--- src/rtl/demux_sel_sequencer.sv ---
// -----------------------------------------------------------------------------
// demux_sel_sequencer
//
// Purpose:
//   Clocked upstream driver for a 1xNUM_CH demultiplexer. A start pulse
//   sampled in IDLE launches a sweep of the select output s through channels
//   0..NUM_CH-1. Each channel is held for a programmable dwell, latched at
//   start, with a dwell of 0 treated as 1. One data bit per channel is taken
//   from din at each channel entry and presented on datain. strobe marks the
//   first cycle of every channel. done pulses once after the last channel,
//   and stop aborts an active sweep.
//
// Configuration macro:
//   SEQ_REPEAT_EN - when defined, the sweep wraps from channel NUM_CH-1 back
//                   to channel 0 instead of ending. done pulses on each wrap,
//                   busy stays high, and only stop or reset ends the sweep.
//
// Ports:
//   clk     in   1          system clock, rising edge
//   rst_n   in   1          asynchronous active-low reset
//   start   in   1          begin a sweep (sampled only in IDLE)
//   stop    in   1          abort the active sweep
//   dwell   in   DWELL_W    cycles per channel (latched at start, 0 -> 1)
//   din     in   1          data bit sampled at each channel entry
//   s       out  SEL_W      demux select
//   datain  out  1          demux data input
//   strobe  out  1          pulse on the first cycle of each channel
//   busy    out  1          high while a sweep is active
//   done    out  1          pulse after the last channel completes
//   ch_cnt  out  SEL_W+1    channels entered in the current or last sweep
// -----------------------------------------------------------------------------
module demux_sel_sequencer #(
  parameter int NUM_CH  = 8,
  parameter int SEL_W   = 3,
  parameter int DWELL_W = 8
) (
  input  logic               clk,
  input  logic               rst_n,
  input  logic               start,
  input  logic               stop,
  input  logic [DWELL_W-1:0] dwell,
  input  logic               din,
  output logic [SEL_W-1:0]   s,
  output logic               datain,
  output logic               strobe,
  output logic               busy,
  output logic               done,
  output logic [SEL_W:0]     ch_cnt
);

  localparam int CNT_W = SEL_W + 1;
  localparam logic [SEL_W-1:0]   LAST_CH  = SEL_W'(NUM_CH - 1);
  localparam logic [SEL_W-1:0]   FIRST_CH = {SEL_W{1'b0}};
  localparam logic [CNT_W-1:0]   ONE_CNT  = CNT_W'(1);
  localparam logic [DWELL_W-1:0] ONE_DW   = DWELL_W'(1);
  localparam logic [DWELL_W-1:0] ZERO_DW  = {DWELL_W{1'b0}};

  typedef enum logic [1:0] {
    IDLE  = 2'd0,
    DRIVE = 2'd1,
    DONE  = 2'd2
  } state_t;

  // A dwell of zero would never let a channel end; treat it as one cycle.
  function automatic logic [DWELL_W-1:0] norm_dwell(input logic [DWELL_W-1:0] d);
    return (d == ZERO_DW) ? ONE_DW : d;
  endfunction

  state_t             state_r,  state_s;
  logic [SEL_W-1:0]   s_r,      s_s;
  logic               datain_r, datain_s;
  logic               strobe_r, strobe_s;
  logic               busy_r,   busy_s;
  logic               done_r,   done_s;
  logic [CNT_W-1:0]   ch_cnt_r, ch_cnt_s;
  logic [DWELL_W-1:0] dwell_q_r, dwell_q_s;
  logic [DWELL_W-1:0] cnt_r,    cnt_s;

  // Next-state and next-output computation for the sweep FSM.
  always_comb begin
    state_s   = state_r;
    s_s       = s_r;
    datain_s  = 1'b0;
    strobe_s  = 1'b0;
    busy_s    = busy_r;
    done_s    = 1'b0;
    ch_cnt_s  = ch_cnt_r;
    dwell_q_s = dwell_q_r;
    cnt_s     = cnt_r;

    case (state_r)
      IDLE: begin
        // start wins over a simultaneous stop; stop alone does nothing here.
        if (start) begin
          state_s   = DRIVE;
          dwell_q_s = norm_dwell(dwell);
          cnt_s     = norm_dwell(dwell) - ONE_DW;
          s_s       = FIRST_CH;
          datain_s  = din;
          strobe_s  = 1'b1;
          busy_s    = 1'b1;
          ch_cnt_s  = ONE_CNT;
        end else begin
          busy_s    = 1'b0;
        end
      end

      DRIVE: begin
        datain_s = datain_r;
        // stop outranks a channel advance; s and ch_cnt keep the abort point.
        if (stop) begin
          state_s  = IDLE;
          busy_s   = 1'b0;
          datain_s = 1'b0;
        end else if (cnt_r == ZERO_DW) begin
          if (s_r == LAST_CH) begin
`ifdef SEQ_REPEAT_EN
            s_s      = FIRST_CH;
            datain_s = din;
            strobe_s = 1'b1;
            ch_cnt_s = ONE_CNT;
            cnt_s    = dwell_q_r - ONE_DW;
            done_s   = 1'b1;
`else
            state_s  = DONE;
            busy_s   = 1'b0;
            datain_s = 1'b0;
            done_s   = 1'b1;
`endif
          end else begin
            s_s      = s_r + SEL_W'(1);
            datain_s = din;
            strobe_s = 1'b1;
            ch_cnt_s = ch_cnt_r + ONE_CNT;
            cnt_s    = dwell_q_r - ONE_DW;
          end
        end else begin
          cnt_s = cnt_r - ONE_DW;
        end
      end

      DONE: begin
        // Single-cycle done pulse; start is ignored until back in IDLE.
        state_s = IDLE;
        busy_s  = 1'b0;
      end

      default: begin
        state_s = IDLE;
        busy_s  = 1'b0;
      end
    endcase
  end

  // State and registered outputs, with asynchronous clear.
  always_ff @(posedge clk or negedge rst_n) begin
    if (!rst_n) begin
      state_r   <= IDLE;
      s_r       <= {SEL_W{1'b0}};
      datain_r  <= 1'b0;
      strobe_r  <= 1'b0;
      busy_r    <= 1'b0;
      done_r    <= 1'b0;
      ch_cnt_r  <= {CNT_W{1'b0}};
      dwell_q_r <= ZERO_DW;
      cnt_r     <= ZERO_DW;
    end else begin
      state_r   <= state_s;
      s_r       <= s_s;
      datain_r  <= datain_s;
      strobe_r  <= strobe_s;
      busy_r    <= busy_s;
      done_r    <= done_s;
      ch_cnt_r  <= ch_cnt_s;
      dwell_q_r <= dwell_q_s;
      cnt_r     <= cnt_s;
    end
  end

  assign s      = s_r;
  assign datain = datain_r;
  assign strobe = strobe_r;
  assign busy   = busy_r;
  assign done   = done_r;
  assign ch_cnt = ch_cnt_r;

endmodule

--- config.mk ---
export PLATFORM = sky130hd
export DESIGN_NAME = demux_sel_sequencer
export DESIGN_NICKNAME = d
export VERILOG_FILES = /design/src/rtl/demux_sel_sequencer.sv
export SDC_FILE = /design/constraint.sdc
export NUM_CORES = 1
export LEC_CHECK = 0
export CAP_MARGIN = 20
export CORE_MARGIN = 3
export CORE_UTILIZATION = 50
export CTS_BUF_LIST = sky130_fd_sc_hd__clkbuf_4 sky130_fd_sc_hd__clkbuf_8
export DETAILED_ROUTE_END_ITERATION = 8
export GPL_ROUTABILITY_DRIVEN = 0
export HOLD_SLACK_MARGIN = 0.15
export PLACE_DENSITY = 0.72
export SLEW_MARGIN = 20
export SYNTH_ARGS = -nofsm -noshare
export SYNTH_HDL_FRONTEND = slang
export SYNTH_SLANG_ARGS = --single-unit
--- constraint.sdc ---
create_clock -name clk -period 5.64 [get_ports clk]
set_input_delay 1.692 -clock clk [delete_from_list [all_inputs] [get_ports clk]]
set_output_delay 1.692 -clock clk [all_outputs]
set_load 0.1 [all_outputs]
==> metrics.cfg <==
[outcome]
outcome = finished clean

[place]
dp.cells = 202
pre_cts_ws_ns = 1.947
cell_area_after_placement_um2 = 1785
portBuffers = 23
dpl.hpwl_mm = 2.360

[critical_path]
crit-reg2reg-capture = cnt_r[5]
startpoint_type = register
path_delay_family = buffers and inverters
crit_path_max_incr_delay_ns = 1.16
ff2ff_path_depth = 7
signal_arrival_time_at_the_worst_endpoint_ns = 1.91
timing.critical_path.required_ns = 3.95
timing.setup.critical_path_class = reg2out
timing.critical_path.slowest_stage_cell = sky130_fd_sc_hd__clkdlybuf4s50_1
endpoint_kind = output port
cp.buffers_inverters = 1
timing.rr.start = cnt_r[4]
reg2reg_setup_slack_ns = 3.07
crit_fanout = 5
cp_cell_sequence = clkdlybuf4s50_1

[die]
floorplan.die_area_um2 = 3749
die_span_in_y_um = 61.23
coreArea_um2 = 2829
die_width_um = 61.23
floorplan.initialDensity_pct = 53.91
fp-row-count = 19
ioPinCount = 24

[sta]
clock.fmax_mhz = 277.7
final-max-slew-violation-count = 0
finalCriticalPeriod_ns = 3.601
final.setup_skew_ns = 0.008483
min_period_over_period_pct = 63.85
setup-violations-final = 0
rsz_0062_raised_after_global_routing = false
worst_pin_slew_ns = 0.9700
setup_total_negative_slack_ns = 0
timing.max_slew.rel_slack_pct = 35.13
timing.hold.ws_ns = 0.5153
timing_hold_violations_final = 0
setup_slack_ns = 2.039

[detailed_routing]
route.detailed.drc = 0
via_count = 1201
routed.top_layer = met4
route.detailed.wl_per_inst_um = 14.94
wl_met2_mm = 1.431
detail_route.wirelength_mm = 3.137
m1WireLength_mm = 1.474
met3_wirelength_um = 171
initialDrtViolationCount = 60
routed_via_density = 5.719
drtAntennaViolNets = 0
firstDrtPassIters = 4

[global_routing]
antenna_found_initial = 0
global_route_wire_length_before_repair_mm = 5.499
grt_pass1_vias = 1169
maximum_number_of_pins_on_one_net_before_global_route_repair = 30
grt_overflow_total = 0
grt_util_all_layers_pct = 20.44

[min_path]
worst_hold_path.num_cells = 1
min_path_type = reg2reg
end_point_of_the_most_critical_hold_path = busy
holdCritStartpoint = busy

[finish]
layout_cells_sized_above_1_pct = 16.76
post_layout_nonfiller_instances = 210
post-route-util_pct = 65.59
layout.nets = 195
ant_diodes = 0
syn_to_final_growth_pct = 21.66
finish.instance_area_um2 = 1856

[power_and_ir_drop]
power.density_cell_area_nw_per_um2 = 384.3
largest_vdd_supply_drop_uv = 212.5
total_power_mw = 0.7130
power.leakage_nw = 0.7742

[clock_tree]
count_of_hold_fix_buffers_inserted_at_cts = 0
path_clk_slew_ns = 0.10
cells_resized_by_post_cts_repair = 0
clockRootBuffer = sky130_fd_sc_hd__clkbuf_4
insertion_delay_ns = 0.34
cts_tree = yes
clock_tree.buffer_depth = 2
cts_setup_buffers = 0
cts-buffers-inserted = 5
number_of_h_tree_branching_levels = 2
clock_sinks = 29

[synth]
netlist_area_um2 = 1525
post_synth_fa_ha_maj_area_fraction_pct = 3.281
yosys_warnings = 0
synth_cells = 151
synth_compound_gate_area_share_pct = 12.88
ys_ff_latch = 29
synth_nets = 168
synth_cell_type_count = 41
yosys-mux-area-fraction_pct = 7.301
syn_avg_cell_area_um2 = 10.10
synth_seq_area_share_pct = 47.58
simple_gate_share_of_the_synthesized_area_pct = 21.49
dominant_combinational_cell_family_by_area_after_synthesis = simple AND/OR/NAND/NOR gates
synth_xor_xnor_area_share_pct = 4.594

[job]
cap_viol_max_count = 0

-- synthesized netlist by cell type (all sizes together) --
cell type  count  area (µm²)
a211oi         1       7.510
a21o           1       7.510
a21oi         12       60.06
a311oi         1       8.760
a31o           1       8.760
a31oi          3       18.77
a32o           1       10.01
and2           2       15.02
and3           1       11.26
buf            4       20.02
clkbuf         1       3.750
dfrtp         29       725.7
ha             4       50.05
inv            4       20.02
mux2           9       101.4
mux2i          1       10.01
nand2         17       63.81
nand2b         1       6.260
nand3          3       15.01
nand4          2       12.51
nor2          17       73.82
nor2b          1       6.260
nor3           7       35.03
nor3b          1       18.77
nor4           3       48.80
o211ai         1       7.510
o21ai          9       45.04
o221ai         1       8.760
o22ai          1       6.260
o31ai          1       7.510
or2            1       6.260
or3            1       6.260
or3b           1       8.760
xnor2          5       43.79
xor2           3       26.28
-- state kept, by name, summed over array words and instances, names as in the netlist --
signal     count
strobe         1
busy           1
done           1
datain         1
ch_cnt         4
s              3
dwell_q_r      8
state_r        2
cnt_r          8
-- area by class of cell --
class                           count  area [µm²]
Inverter                            4       20.02
Clock buffer                        7       65.06
Sequential cell                    29       725.7
Multi-Input combinational cell    113       755.7
Clock inverter                      1       5.005
Tap cell                           31       38.79
Fill cell                         224       973.4
Timing Repair Buffer               25       245.2
-- layout by cell type, fill, tap and decap left out, types with 2 or more instances in the layout --
| cell type | synthesis | routed |
|---|---|---|
| sky130_fd_sc_hd__xnor2_1 | 5 | 5 |
| sky130_fd_sc_hd__clkbuf_8 | 0 | 2 |
| sky130_fd_sc_hd__ha_1 | 4 | 4 |
| sky130_fd_sc_hd__xor2_1 | 3 | 3 |
| sky130_fd_sc_hd__mux2_2 | 9 | 9 |
| sky130_fd_sc_hd__buf_4 | 0 | 2 |
| sky130_fd_sc_hd__clkdlybuf4s50_1 | 0 | 23 |
| sky130_fd_sc_hd__a31oi_1 | 3 | 3 |
| sky130_fd_sc_hd__inv_1 | 3 | 3 |
| sky130_fd_sc_hd__nand3_1 | 3 | 3 |
| sky130_fd_sc_hd__nand2_1 | 17 | 17 |
| sky130_fd_sc_hd__nor3_1 | 7 | 7 |
| sky130_fd_sc_hd__nor4_4 | 2 | 2 |
| sky130_fd_sc_hd__o21ai_0 | 8 | 8 |
| sky130_fd_sc_hd__a21oi_1 | 12 | 12 |
| sky130_fd_sc_hd__clkbuf_4 | 0 | 5 |
| sky130_fd_sc_hd__nand4_1 | 2 | 2 |
| sky130_fd_sc_hd__dfrtp_1 | 29 | 29 |
| sky130_fd_sc_hd__nor2_1 | 15 | 15 |
-- routing by layer --
layer | global-route usage, % | vias up
li1 | - | 594
met4 | 8.050 | 0
met5 | 0 | -
met3 | 7.547 | 10
met1 | 27.54 | 561
met2 | 29.91 | 36
-- power by group --
| group | total, mW | switching [mW] | internal, mW | leakage (nW) |
|---|---|---|---|---|
| Sequential | 0.311 | 0.0573 | 0.254 | 0.356 |
| Combinational | 0.255 | 0.159 | 0.0957 | 0.377 |
| Clock | 0.147 | 0.0752 | 0.0721 | 0.0413 |
-- how the worst max path moves through the flow --
stage / cells past startpoint / slack [ns] / to / startpoint
after floorplan: 8 / 2.57 / cnt_r[4] / dwell[1]
after global placement: 6 / 2.00 / cnt_r[1] / start
after detailed placement: 9 / 1.95 / cnt_r[4] / dwell[5]
after CTS: 1 / 2.02 / ch_cnt[0] / ch_cnt[0]
after global routing: 1 / 1.97 / ch_cnt[1] / ch_cnt[1]
final: 1 / 2.04 / ch_cnt[0] / ch_cnt[0]
-- cells by family (layout without fill, tap and decap cells) --
| kind of cell | after synthesis | count (layout) |
|---|---|---|
| simple gates | 58 | 58 |
| buf+inv | 9 | 37 |
| xor+xnor | 8 | 8 |
| fa+ha+maj | 4 | 4 |
| compound gates | 33 | 33 |
| mux | 10 | 10 |
| flops | 29 | 29 |
Note: power is estimated with default switching activity, not from simulation.
